File: config.mk
export PLATFORM = sky130hd
export DESIGN_NAME = expression_sum_sched
export DESIGN_NICKNAME = d
export VERILOG_FILES = /design/src/rtl/expression_sum_sched.sv
export SDC_FILE = /design/constraint.sdc
export NUM_CORES = 1
export LEC_CHECK = 0
export BUFFER_PORTS_ARGS = -buffer_cell sky130_fd_sc_hd__buf_2
export CORE_ASPECT_RATIO = 1.5
export CORE_MARGIN = 2
export CORE_UTILIZATION = 39
export DETAILED_ROUTE_END_ITERATION = 8
export PLACE_DENSITY = 0.67
export SLEW_MARGIN = 25
export SYNTH_ARGS = -nofsm -noshare
export SYNTH_HDL_FRONTEND = slang
export SYNTH_SLANG_ARGS = --single-unit
export TNS_END_PERCENT = 20
File: constraint.sdc
create_clock -name clk -period 2.6 [get_ports clk]
set_input_delay 0.26 -clock clk [delete_from_list [all_inputs] [get_ports clk]]
set_output_delay 0.26 -clock clk [all_outputs]
set_load 0.005 [all_outputs]
File: src/rtl/expression_sum_sched.sv
// Round-robin scheduler sharing one serial adder between two requesters.
// Optional a+b+c tap output is enabled by defining SUM3_TAP_EN.
module expression_sum_sched #(
   parameter int WIDTH = 4
) (
   input  logic               clk,
   input  logic               reset,
   input  logic [1:0]         req,
   input  logic [4*WIDTH-1:0] opnd0,
   input  logic [4*WIDTH-1:0] opnd1,
   input  logic               sel0,
   input  logic               sel1,
   output logic [1:0]         gnt,
   output logic               busy,
   output logic               done,
   output logic [1:0]         ack,
   output logic [WIDTH+1:0]   sum_out
`ifdef SUM3_TAP_EN
   ,
   output logic [WIDTH+1:0]   sum3_out
`endif
);

   typedef enum logic [1:0] {IDLE, ACC, DONE} state_t;

   state_t                  state, state_nxt;
   logic [3:0][WIDTH-1:0]   opnd_q;
   logic                    sel_q;
   logic [WIDTH+1:0]        acc, acc_nxt;
   logic [1:0]              cnt;
   logic                    last;      // 1 = requester 1 was served last
   logic [1:0]              win;
   logic                    last_add;

   // On a tie the requester not served last wins.
   always_comb begin
      win = 2'b00;
      if (req[0] && (!req[1] || last)) win = 2'b01;
      else if (req[1])                 win = 2'b10;
   end

   assign acc_nxt  = acc + {2'b00, opnd_q[cnt]};
   assign last_add = (cnt == (sel_q ? 2'd1 : 2'd3));

   always_ff @(posedge clk or negedge reset) begin
      if (!reset) state <= IDLE;
      else        state <= state_nxt;
   end

   always_comb begin
      state_nxt = state;
      case (state)
         IDLE:    if (|req)    state_nxt = ACC;
         ACC:     if (last_add) state_nxt = DONE;
         DONE:    state_nxt = IDLE;
         default: state_nxt = IDLE;
      endcase
   end

   always_comb begin
      busy = 1'b0;
      done = 1'b0;
      ack  = 2'b00;
      if (state != IDLE) busy = 1'b1;
      if (state == DONE) begin
         done = 1'b1;
         ack  = gnt;
      end
   end

   always_ff @(posedge clk or negedge reset) begin
      if (!reset) begin
         gnt      <= '0;
         opnd_q   <= '0;
         sel_q    <= 1'b0;
         acc      <= '0;
         cnt      <= '0;
         last     <= 1'b1;
         sum_out  <= '0;
`ifdef SUM3_TAP_EN
         sum3_out <= '0;
`endif
      end else begin
         case (state)
            IDLE: if (|req) begin
               gnt    <= win;
               opnd_q <= win[1] ? opnd1 : opnd0;
               sel_q  <= win[1] ? sel1 : sel0;
               acc    <= '0;
               cnt    <= '0;
            end
            ACC: begin
               acc <= acc_nxt;
               cnt <= cnt + 2'd1;
               if (last_add) sum_out <= acc_nxt;
`ifdef SUM3_TAP_EN
               if (!sel_q && cnt == 2'd2) sum3_out <= acc_nxt;
`endif
            end
            DONE: begin
               gnt  <= '0;
               last <= gnt[1];
            end
            default: ;
         endcase
      end
   end

endmodule

==> results.cfg <==
[status]
status = finished clean

[setup_path]
worst_path_max_delay_cell = mux4_2
path_class = reg -> reg
start_kind = flop
arrival_ns = 2.52
crit_required_ns = 2.76
crit_path_end_kind = flop
r2r_slack_ns = 0.24
crit_path_max_fanout = 3
crit_chain = mux4_2 > ha_1 > fa_1 > a21o_1 > a21oi_1 > xnor2_1 > o21ai_0
critPathMaxStageDelay_ns = 0.51

[placed_design]
pre_cts_slack_ns = 0.235
routabilityCongestion = 0.746
post-dp-hpwl_um = 2610
io_buffers = 49
place_inst = 285

[clocking]
cts_buffer_depth = 2
cts_hold_buf = 0
ctsHtreeMaxLevel = 2
clk_latency_ns = 0.29
clockRootBuffer = clkbuf_8
cts_tree = built
cts_sinks = 36
post_cts_buffers = 0
cts.repair.resized = 0
clk_pin_slew_ns = 0.07
numCtsBuffers = 5

[final_layout]
nNetsFinal = 269
diodes = 0
multi_input_area_um2 = 955
drive_gt1_share_pct = 40.5
register_area_um2 = 902
fin_cells = 293
fillCellCount = 494
synthToLayoutAreaGrowth_pct = 16.3

[route]
vias_per_cell = 4.76
vias = 1396
antenna_left = 0
post_drt_wl_per_cell_um = 11.8
route.detailed.drc = 0
drt_iter0_markers = 28
postRouteWirelength_um = 3450
first_pass_iters = 4

[sta]
fmax_mhz = 423
setup_viol = 0
finalWorstSetupSlack_ns = 0.238
hold_violations = 0
relSlewSlack_pct = 36.1
holdWs_ns = 0.0499
fin_skew_ns = 0.00931
finalCriticalPeriod_ns = 2.36
finalMaxSlewViolations = 0
finalCritPeriodShare_pct = 90.9
rsz0062_at_grt = false
fin_setup_tns_ns = 0
tightest_slew_ns = 0.959

[floorplan]
start_util_pct = 40.8
io_pins = 50
rows = 31
core_area_mm2 = 0.00489
dieArea_mm2 = 0.00571
die_h_um = 91.6
chipWidth_um = 62.4

[min_path]
hold_path_class = in -> async

[synthesis]
synth_cell_types = 38
synth_fp_nets = 223
synth_ff_type = dfrtp_1
yosysTopAreaCellShare_pct = 43.9
synth.area.top_cells = dfrtp_1 (44%), mux2i_1 (8.5%), o21ai_2 (7.5%)
synth.avg_cell_area_um2 = 11.1
ys_seq_area_share_pct = 45.3
netlist_area_mm2 = 0.00199
syn_inst = 180
synth-seq-cells = 36
ys_warn_count = 0
async_flop_share_pct = 100
synth_edf_count = 0
synth_top_area_cell = dfrtp_1

[run]
max_cap_violations = 0

[global_routing]
grt-ovfl-total = 0
grt_pass1_wl_um = 5870
grt_pass1_vias = 1368
grt_max_degree = 42
antenna_found_initial = 0
grt_usage_pct = 13.0

[power]
ir_drop_mv = 0.552
powerDensity_mw_per_mm2 = 1280
static-leakage-power_nw = 1.14
p_total_mw = 2.96
sequential cells by signal (all words and copies together), names as in the netlist:
| name | flops |
|---|---|
| gnt | 2 |
| state | 2 |
| last | 1 |
| sum_out | 6 |
| opnd_q | 16 |
| acc | 6 |
| sel_q | 1 |
| cnt | 2 |
through the flow:
stage	area (um2)	util, %
after global routing	2320	47.4
after floorplan	1990	-
after detailed placement	2220	45.4
final	2320	47.4
after global placement	2220	45.4
after CTS	2320	47.4
cell type report:
cell class	instances	area share [%]
tap	66	3.56
clock buffer	8	4.32
sequential	36	38.9
timing repair buffer	51	11.2
multi-input combinational	127	41.2
inverter	5	0.809
power by group:
group,internal [mW],total [mW],switching (mW)
Combinational,0.700,1.50,0.795
Clock,0.242,0.433,0.191
Sequential,0.849,1.04,0.186
Yosys cell counts (2+ instances only):
library cell  number
a21oi_1            6
and2_1             2
buf_12             2
buf_2              2
buf_4              5
buf_6              3
dfrtp_1           35
ha_1               4
inv_1              5
mux2_2             2
mux2i_1           17
mux4_2             4
nand2_1           32
nand2b_1           2
nand3_1            2
nand3_2            4
nor2_1             2
o21ai_0            9
o21ai_1            4
o21ai_2           17
xnor2_1            4
worst paths after layout:
check / startpoint / end / depth (start not counted)
max reg2reg: cnt[0] / sum_out[4] / 7
max: cnt[0] / sum_out[4] / 7
min reg2reg: sum_out[5] / sum_out[5] / 2
min in group clk: opnd0[3] / opnd_q[3] / 3
max in group asynchronous: reset / opnd_q[15] / 1
min: reset / acc[5] / 1
per-layer routing:
layer | global-route usage, % | share of wire [%] | vias up
met5 | 0 | 0 | -
met4 | 7.22 | 2.1 | 0
met3 | 1.98 | 3.3 | 5
met2 | 23.2 | 53 | 29
met1 | 14.7 | 42 | 649
li1 | - | - | 713
placed cells by master (no fill, tap or decap), types with 2 or more instances in the layout:
| cell type | netlist | layout |
|---|---|---|
| mux4_2 | 4 | 4 |
| and2_1 | 2 | 2 |
| mux2_2 | 2 | 2 |
| o21ai_0 | 9 | 9 |
| o21ai_2 | 17 | 17 |
| clkbuf_8 | 0 | 7 |
| buf_2 | 2 | 49 |
| dfrtp_1 | 35 | 35 |
| o21ai_1 | 4 | 4 |
| nand2_1 | 32 | 32 |
| mux2i_1 | 17 | 17 |
| a21oi_1 | 6 | 5 |
| xnor2_1 | 4 | 4 |
| buf_4 | 5 | 2 |
| inv_1 | 5 | 5 |
| or2_2 | 1 | 2 |
| nand2b_1 | 2 | 2 |
| nor2_1 | 2 | 2 |
| ha_1 | 4 | 4 |
| nand3_1 | 2 | 2 |
| nand3_2 | 4 | 4 |
critical path: cells and delay by family, from the launching register on:
| kind | cells | cell delay (ns) |
|---|---|---|
| adder cells (fa/ha/maj) | 2 | 0.63 |
| XOR/XNOR | 1 | 0.15 |
| multiplexers | 1 | 0.51 |
| flip-flops | 1 | 0.41 |
| AO/OA/AOI/OAI | 3 | 0.55 |
kinds of logic (layout without fill, tap and decap cells):
family,after synthesis,count (layout),synth area share (%)
AOI/OAI and AO/OA,42,42,14.4
muxes,24,24,14.9
DFF,36,36,45.3
buffers and inverters,17,64,7.03
adders and majority gates,5,5,3.52
and+or+nand+nor,51,51,12.6
xor gates and xnor gates,5,5,2.20
Power figures use the tool's default switching activity.
